[src/rtl/clock_pkg.sv]
// Shared definitions for the timekeeping blocks: BCD digit width, digit
// limits and the countdown timer state encoding.
package clock_pkg;

  localparam int DIGIT_W = 4;

  localparam logic [DIGIT_W-1:0] SEC_TENS_MAX = 4'd5;
  localparam logic [DIGIT_W-1:0] DIGIT_MAX    = 4'd9;

  typedef enum logic [1:0] {
    IDLE    = 2'd0,
    RUN     = 2'd1,
    EXPIRED = 2'd2
  } state_e;

endpackage

[src/rtl/bcd_down_digit.sv]
// One BCD down-counting digit with a parallel load.
//
// Ports:
//   clk        system clock
//   reset      synchronous, active-high reset (digit clears to 0)
//   dec_en     decrement this digit on the next edge
//   load       take d on the next edge (wins over dec_en)
//   d          value to load
//   q          current digit value
//   borrow_out high when this digit wraps on a decrement; it feeds the
//              dec_en of the next more significant digit
module bcd_down_digit
  import clock_pkg::*;
#(
  parameter logic [DIGIT_W-1:0] WRAP_VAL = DIGIT_MAX
) (
  input  logic               clk,
  input  logic               reset,
  input  logic               dec_en,
  input  logic               load,
  input  logic [DIGIT_W-1:0] d,
  output logic [DIGIT_W-1:0] q,
  output logic               borrow_out
);

  logic [DIGIT_W-1:0] q_q;
  logic [DIGIT_W-1:0] q_d;

  always_comb begin
    q_d = q_q;
    if (load) begin
      q_d = d;
    end else if (dec_en) begin
      q_d = (q_q == '0) ? WRAP_VAL : (q_q - 4'd1);
    end
  end

  always_ff @(posedge clk) begin
    if (reset) begin
      q_q <= '0;
    end else begin
      q_q <= q_d;
    end
  end

  assign q          = q_q;
  assign borrow_out = (q_q == '0) && dec_en;

endmodule

[src/rtl/bcd_countdown_timer.sv]
// MM:SS countdown timer built from four chained BCD down-digits. It is
// loaded with a preset, counts down once per tick while running, pulses
// done on reaching 00:00 and then holds alarm high for ALARM_LEN ticks or
// until acknowledged with start/stop.
//
// Optional feature (macro BCD_TIMER_AUTO_RELOAD_EN): the last valid preset
// is kept in a shadow register; when the count would reach 00:00 in RUN the
// digits reload the shadow value, done pulses and counting continues. A
// zero shadow falls back to normal expiry.
//
// Ports:
//   clk, reset                 clock, synchronous active-high reset
//   tick                       one-cycle 1 Hz enable
//   load, ld_min_t..ld_sec_u   preset load strobe and BCD preset digits
//   start, stop                begin/resume and pause (also ack the alarm)
//   min_t, min_u, sec_t, sec_u current digits
//   running                    high while in RUN
//   done                       one-cycle pulse on reaching 00:00
//   alarm                      high while in EXPIRED
//   load_err                   one-cycle pulse on a rejected load
//
// Cycle priority: reset > load > stop > start > tick. A load, valid or not,
// consumes the cycle.
module bcd_countdown_timer
  import clock_pkg::*;
#(
  parameter int MIN_TENS_MAX = 9,
  parameter int ALARM_LEN    = 10
) (
  input  logic       clk,
  input  logic       reset,
  input  logic       tick,
  input  logic       load,
  input  logic [3:0] ld_min_t,
  input  logic [3:0] ld_min_u,
  input  logic [3:0] ld_sec_t,
  input  logic [3:0] ld_sec_u,
  input  logic       start,
  input  logic       stop,
  output logic [3:0] min_t,
  output logic [3:0] min_u,
  output logic [3:0] sec_t,
  output logic [3:0] sec_u,
  output logic       running,
  output logic       done,
  output logic       alarm,
  output logic       load_err
);

  localparam logic [DIGIT_W-1:0] MIN_T_LIMIT = DIGIT_W'(MIN_TENS_MAX);
  localparam logic [7:0]         ALARM_LAST  = 8'(ALARM_LEN - 1);

  state_e     state_q, state_d;
  logic [7:0] alarm_cnt_q, alarm_cnt_d;
  logic       running_q, running_d;
  logic       done_q, done_d;
  logic       alarm_q, alarm_d;
  logic       load_err_q, load_err_d;

  logic [DIGIT_W-1:0] min_t_w, min_u_w, sec_t_w, sec_u_w;
  logic [15:0]        digits_w;
  logic [15:0]        preset_w;
  logic [15:0]        load_val;
  logic               ld_valid;
  logic               is_zero;
  logic               at_one;
  logic               reload_now;
  logic               dig_load;
  logic               dec_en;
  logic               b_sec_u, b_sec_t, b_min_u;
  logic               min_t_borrow_unused;

  assign digits_w = {min_t_w, min_u_w, sec_t_w, sec_u_w};
  assign preset_w = {ld_min_t, ld_min_u, ld_sec_t, ld_sec_u};
  assign ld_valid = (ld_min_t <= MIN_T_LIMIT) && (ld_min_u <= DIGIT_MAX) &&
                    (ld_sec_t <= SEC_TENS_MAX) && (ld_sec_u <= DIGIT_MAX);
  assign is_zero  = (digits_w == 16'h0000);
  // The decrement that lands on 00:00 is the one taken from 00:01.
  assign at_one   = (digits_w == 16'h0001);

`ifdef BCD_TIMER_AUTO_RELOAD_EN
  logic [15:0] shadow_q;

  always_ff @(posedge clk) begin
    if (reset) begin
      shadow_q <= '0;
    end else if (load && ld_valid) begin
      shadow_q <= preset_w;
    end
  end

  assign reload_now = at_one && (shadow_q != 16'h0000);
  assign load_val   = reload_now ? shadow_q : preset_w;
`else
  assign reload_now = 1'b0;
  assign load_val   = preset_w;
`endif

  always_comb begin
    state_d     = state_q;
    alarm_cnt_d = alarm_cnt_q;
    done_d      = 1'b0;
    load_err_d  = 1'b0;
    dig_load    = 1'b0;
    dec_en      = 1'b0;
    if (load) begin
      if (ld_valid) begin
        dig_load    = 1'b1;
        state_d     = IDLE;
        alarm_cnt_d = '0;
      end else begin
        load_err_d = 1'b1;
      end
    end else if (stop) begin
      if (state_q != IDLE) begin
        state_d     = IDLE;
        alarm_cnt_d = '0;
      end
    end else if (start) begin
      case (state_q)
        IDLE: begin
          if (!is_zero) state_d = RUN;
        end
        EXPIRED: begin
          state_d     = IDLE;
          alarm_cnt_d = '0;
        end
        default: ;
      endcase
    end else if (tick) begin
      case (state_q)
        RUN: begin
          done_d = at_one;
          if (reload_now) begin
            dig_load = 1'b1;
          end else begin
            dec_en = 1'b1;
            if (at_one) begin
              state_d     = EXPIRED;
              alarm_cnt_d = '0;
            end
          end
        end
        EXPIRED: begin
          if (alarm_cnt_q == ALARM_LAST) begin
            state_d     = IDLE;
            alarm_cnt_d = '0;
          end else begin
            alarm_cnt_d = alarm_cnt_q + 8'd1;
          end
        end
        default: ;
      endcase
    end
    // Status flags are registered copies of the next state so they line up
    // with the state register.
    running_d = (state_d == RUN);
    alarm_d   = (state_d == EXPIRED);
  end

  always_ff @(posedge clk) begin
    if (reset) begin
      state_q     <= IDLE;
      alarm_cnt_q <= '0;
      running_q   <= 1'b0;
      done_q      <= 1'b0;
      alarm_q     <= 1'b0;
      load_err_q  <= 1'b0;
    end else begin
      state_q     <= state_d;
      alarm_cnt_q <= alarm_cnt_d;
      running_q   <= running_d;
      done_q      <= done_d;
      alarm_q     <= alarm_d;
      load_err_q  <= load_err_d;
    end
  end

  bcd_down_digit #(.WRAP_VAL(DIGIT_MAX)) u_sec_u (
    .clk(clk), .reset(reset), .dec_en(dec_en), .load(dig_load),
    .d(load_val[3:0]), .q(sec_u_w), .borrow_out(b_sec_u)
  );

  bcd_down_digit #(.WRAP_VAL(SEC_TENS_MAX)) u_sec_t (
    .clk(clk), .reset(reset), .dec_en(b_sec_u), .load(dig_load),
    .d(load_val[7:4]), .q(sec_t_w), .borrow_out(b_sec_t)
  );

  bcd_down_digit #(.WRAP_VAL(DIGIT_MAX)) u_min_u (
    .clk(clk), .reset(reset), .dec_en(b_sec_t), .load(dig_load),
    .d(load_val[11:8]), .q(min_u_w), .borrow_out(b_min_u)
  );

  // RUN is never entered at 00:00, so the top digit never borrows.
  bcd_down_digit #(.WRAP_VAL(DIGIT_MAX)) u_min_t (
    .clk(clk), .reset(reset), .dec_en(b_min_u), .load(dig_load),
    .d(load_val[15:12]), .q(min_t_w), .borrow_out(min_t_borrow_unused)
  );

  assign min_t    = min_t_w;
  assign min_u    = min_u_w;
  assign sec_t    = sec_t_w;
  assign sec_u    = sec_u_w;
  assign running  = running_q;
  assign done     = done_q;
  assign alarm    = alarm_q;
  assign load_err = load_err_q;

endmodule

[config.mk]
export PLATFORM = sky130hd
export DESIGN_NAME = bcd_countdown_timer
export DESIGN_NICKNAME = d
export VERILOG_FILES = /design/src/rtl/clock_pkg.sv /design/src/rtl/bcd_down_digit.sv /design/src/rtl/bcd_countdown_timer.sv
export SDC_FILE = /design/constraint.sdc
export NUM_CORES = 1
export LEC_CHECK = 0
export CORE_ASPECT_RATIO = 1.1
export CORE_MARGIN = 5
export CORE_UTILIZATION = 54
export CTS_CLUSTER_DIAMETER = 200
export DETAILED_ROUTE_END_ITERATION = 12
export PLACE_DENSITY = 0.85
export SLEW_MARGIN = 10
export SYNTH_ARGS = -nofsm -noshare
export SYNTH_HDL_FRONTEND = slang
export SYNTH_HIERARCHICAL = 1
export SYNTH_SLANG_ARGS = --single-unit
[constraint.sdc]
create_clock -name clk -period 6 [get_ports clk]
set_clock_uncertainty 0.05 [all_clocks]
set_input_delay 1.2 -clock clk [delete_from_list [all_inputs] [get_ports clk]]
set_output_delay 1.2 -clock clk [all_outputs]
set_load 0.05 [all_outputs]
======== After elaboration in Yosys (flattened, before gate mapping) ========
Cells that the tools add are included.
cells by class
  bitwise operators ....................... 3
  eq/ne operators ......................... 10
  add/sub/neg operators ................... 5
  reduce and logical (&&, ||, !) cells .... 22
  shifts and indexed selects .............. 0
  divide/modulo/power cells ............... 0
  $lt $le $gt $ge ......................... 4
  multiply operators ...................... 0
  muxes and demuxes ....................... 41
operators by type and width
  operator             count
  $mux 8               9
  $mux 4               12
  $mux 2               9
  $eq 16x1->1 const B  1
  $logic_not 16->1     1
  $logic_not 4->1      4
  $pmux 8 s2           1
  $sub 4x1->4 const B  4
  $le 4x4->1 const B   3
  $reduce_bool 2->1    5
  $add 8x1->8 const B  1
  $eq 8x4->1 const B   1
  $mux 1               8
  $pmux 2 s2           2
  $reduce_bool 4->1    2
  $logic_and 1x1->1    6
  $reduce_and 6->1     1
  $reduce_or 6->1      1
  $ne 5x5->1 const B   1
  $eq 2x1->1 const B   2
  $eq 2x2->1 const B   2
  $le 4x3->1 const B   1
  $ne 4x2->1 const B   1
  $ne 3x2->1 const B   1
  other kinds (4)      6
word-level totals
  memories ................................ 0
  bits in writable memories ............... 0
  bits in latches ......................... 0
  output and inout port bits .............. 20
  bits in read-only memories .............. 0
  input bits .............................. 22
  bits in registers ....................... 30
  logic and storage cells ................. 95

======== Logic depth before layout (Yosys ltp) ========
  depth in word-level cells ............... 11
  depth in mapped cells ................... 13
  depth with buffers taken out ............ 13

======== By module ========
Netlist, hierarchy kept.
by module, submodules not included
  module                         cells each  sequential area each (um2)  area each (um2)  times used
  bcd_countdown_timer            120         280.3                       1027.2           1
  bcd_down_digit at u_min_t ...  24          80.1                        221.5            3
  bcd_down_digit at u_sec_t      23          80.1                        203.9            1

======== Worst setup path before layout ========
Ideal clock, no wire load.
  path type ............................... in2reg
  from .................................... in load
  to ...................................... reg u_min_t.q_q[1], in the netlist u_min_t/q[1]
  stages on the path ...................... 12
  setup time .............................. 0.087 ns
  arrival time ............................ 4.098 ns
  setup slack ............................. 1.766 ns
  required time ........................... 5.863 ns
  buffers on the path ..................... 0
  path through ............................ nor3_2 -> inv_1 -> nor3_1 -> nor4b_4 -> nor2b_1 -> nand2b_4 -> nor4_1 -> nor4b_4 -> nor2b_1 -> nand2b_1 -> or3_1 -> a221oi_2
on the way
  word-level cells in the longest chain between the ends .. 5
  elaborated cells between the ends (all ways) .. 7
  those cells by class .................... mux (3); reduce/logical (4)
RTL lines
  what                                line                        text
  start, declared                     bcd_countdown_timer.sv:33   input logic load,
  $mux 1                              bcd_countdown_timer.sv:106  if (load) begin
  net dec_en                          bcd_countdown_timer.sv:69   logic dec_en;
  $logic_and 1x1->1                   bcd_down_digit.sv:47        assign borrow_out = (q_q == '0) && dec_en;
  net b_sec_u                         bcd_countdown_timer.sv:70   logic b_sec_u, b_sec_t, b_min_u;
  $logic_and 1x1->1                   bcd_down_digit.sv:47
  net b_sec_t                         bcd_countdown_timer.sv:70
  $logic_and 1x1->1                   bcd_down_digit.sv:47
  net b_min_u                         bcd_countdown_timer.sv:70
  $reduce_bool 2->1 (no source line)  n/a
  end signal, assigned                bcd_down_digit.sv:42        q_q <= q_d;
  end, declared                       bcd_down_digit.sv:26        logic [DIGIT_W-1:0] q_q;
The timed path passes the listed nets, and every way through them passes these cells.
A chain may end at the register's enable or synchronous reset.

======== Worst setup path after layout ========
  from .................................... in start
  to ...................................... reg u_min_t.q_q[1], in the netlist u_min_t/q[1]
on the way
  word-level cells in the longest chain between the ends .. 7
RTL lines
  what                                line                        text
  start, declared                     bcd_countdown_timer.sv:38   input logic start,
  $mux 1                              bcd_countdown_timer.sv:119  end else if (start) begin
  $mux 1                              bcd_countdown_timer.sv:114  end else if (stop) begin
  $mux 1                              bcd_countdown_timer.sv:106
  net dec_en                          bcd_countdown_timer.sv:69
  $logic_and 1x1->1                   bcd_down_digit.sv:47
  net b_sec_u                         bcd_countdown_timer.sv:70
  $logic_and 1x1->1                   bcd_down_digit.sv:47
  net b_sec_t                         bcd_countdown_timer.sv:70
  $logic_and 1x1->1                   bcd_down_digit.sv:47
  net b_min_u                         bcd_countdown_timer.sv:70
  $reduce_bool 2->1 (no source line)  n/a
The timed path passes the listed nets, and every way through them passes these cells.

==> results.ini <==
[worst_setup_path]
cp-startpoint = start
worstPathCellList = clkdlybuf4s50_1 > nor3_2 > inv_1 > nor3_1 > nor4b_4 > nor2b_1 > nand2b_4 > nor4_1 > nor4b_4 > nor2b_1 > nand2b_1 > or3_1 > a221oi_2
slowest_delay_ps = 520
cp_slowest_cell = clkdlybuf4s50_1
r2r-start = state_q[1]
cp_max_fo = 7
critical_path_arrival_ps = 5140
start_kind = input pin
endpoint_kind = flop
path_class = in -> reg
critical-path-top-delay-family = simple AND/OR/NAND/NOR gates
required_ps = 6200
worst-path-buf-inv = 2

[final_layout]
stdcell_count = 312
drive_gt1_share_pct = 13.26
area_growth_pct = 28.68
nFillCells = 286
diodes = 0
seqCellArea_um2 = 600.6
layout.nets = 291
multi_input_area_um2 = 1199

[route]
drtIter0Drc = 121
first_pass_iters = 4
wirelength_um = 4567
ant_nets = 0
vias = 1848
wl_per_cell_um = 14.64
drc = 0
drt-vias-per-instance = 5.923

[power_and_ir_drop]
p_sw_share_pct = 29.59
clkPwrFrac_pct = 30.1
seq_power_share_pct = 50.7
peakVddDrop_uv = 122.1
power.switching_uw = 124.8
pwr-share-comb_pct = 19.2
internal_power_uw = 296.8
leakagePower_nw = 0.8361
pwr_density_cell_nw_per_um2 = 173.4

[floorplan]
ioPinCount = 42
fp.dieW_um = 66.40
dieArea_um2 = 4783
core_area_um2 = 3358
rows = 22
initial_core_util_pct = 56.26
die_h_um = 72.04

[clock_network]
cts_root_buf = clkbuf_4
tritoncts = built
cts_sinks = 30
cts_setup_buffers = 0
clk_pin_slew_ps = 100
cts.path.max_buffers = 2
h-tree-depth = 2
cts-hold-fix-buffers = 0
cts_resized = 0
clkLatencyLatePin_ps = 330
cts-buffers-inserted = 5

[place]
place_hpwl_um = 3505
pre_cts_slack_ps = 749.3
gp_congestion = 0.8679
io_buffers = 41
dp_cells = 304

[synthesis]
syn_nets = 242
syn_area_per_cell_um2 = 8.829
synthCells = 214
synth_area_um2 = 1889
synth_warnings = 6

[sta]
fmax_mhz = 202.2
tightestPinTransition_ps = 692.7
drv_slew = 0
rsz0062_at_grt = no
fin_crit_sh_pct = 82.44
finalSetupViolCount = 0
finalHoldViolCount = 0
tns_ps = 0
fin_crit_ps = 4947
setup_ws_ps = 1053
max-slew-margin-rel_pct = 53.65

[global_route]
antenna_found_initial = 0
grt_pass1_wl_um = 7707
grt_start_max_net_pins = 25
overflow = 0
grtUsageTotal_pct = 20.03
grt_pass1_vias = 1759

[min_path]
hold_path_class = reg -> reg
hp-start = alarm_cnt_q[3]

[run]
maxCapViolCount = 0

[run_status]
outcome = finished clean

[tightest hold or removal path: stages (launching register included)]
cell	delay, ps
dfxtp_1	360
o31ai_1	90
a21oi_1	60
[registers in the layout, summed over array words and instances, names as in the netlist]
signal,flops
alarm,1
alarm_cnt_q,8
done,1
load_err,1
running,1
state_q,2
u_min_t/q,4
u_min_u/q,4
u_sec_t/q,4
u_sec_u/q,4
[stage by stage]
stage	hold WS, ps	util, %	total power, mW	area (um2)
3_5_place_dp	475.8	70.60	0.2992	2371
3_3_place_gp	457.8	70.60	0.2981	2371
4_1_cts	491.5	72.39	0.4240	2431
2_1_floorplan	427.3	-	0.2631	1889
6_report	492.6	72.39	0.4216	2431
5_1_grt	534.3	72.39	0.4422	2431
[layout make-up]
class                      count  area share (%)
timing repair buffer          43           17.50
sequential                    30           24.70
clock inverter                 1          0.2059
inverter                      23           3.551
tap                           48           2.470
multi-input combinational    160           49.31
clock buffer                   7           2.265
[power groups by stage]
| stage | Sequential (mW) | Clock (mW) | Combinational [mW] |
|---|---|---|---|
| after floorplan | 0.231 | 0 | 0.0324 |
| after global placement | 0.218 | 0 | 0.0801 |
| after detailed placement | 0.218 | 0 | 0.0810 |
| after CTS | 0.214 | 0.129 | 0.0814 |
| after global routing | 0.215 | 0.140 | 0.0875 |
| final | 0.214 | 0.127 | 0.0811 |
[path summary, 6_finish.rpt]
kind	end	slack (ps)	cells past startpoint
worst max-delay path	u_min_t/q[1]	1050	13
worst min-delay path	alarm_cnt_q[3]	490	2
worst max register to register	u_min_t/q[1]	2010	13
worst min register to register	alarm_cnt_q[3]	490	2
[routing by layer]
metal / track usage [%] / wire, um
met2: 34.84 / 2331
met4: 4.966 / 46
met1: 24.09 / 1940
met3: 5.728 / 249
met5: 0 / 0
[cells in the final DEF, fill, tap and decap left out, drive strengths merged, types with 2 or more instances in the layout]
cell type and n:
a211oi 4, nand3 2, o21ai 12, o311ai 4
buf 2, and3b 2, xor2 4, a31oi 2
nor4b 5, nor3 4, nand4 7, clkdlybuf4s50 41
xnor2 3, and3 6, a221oi 5, nor2 14
a21oi 18, ha 6, or3 6, inv 23
or4 2, o31ai 3, clkbuf 7, a311oi 5
nand2 16, nand2b 5, nor2b 4, nor4 6
and2 2, dfxtp 30, a31o 5
(Power assumes the default switching activity.)
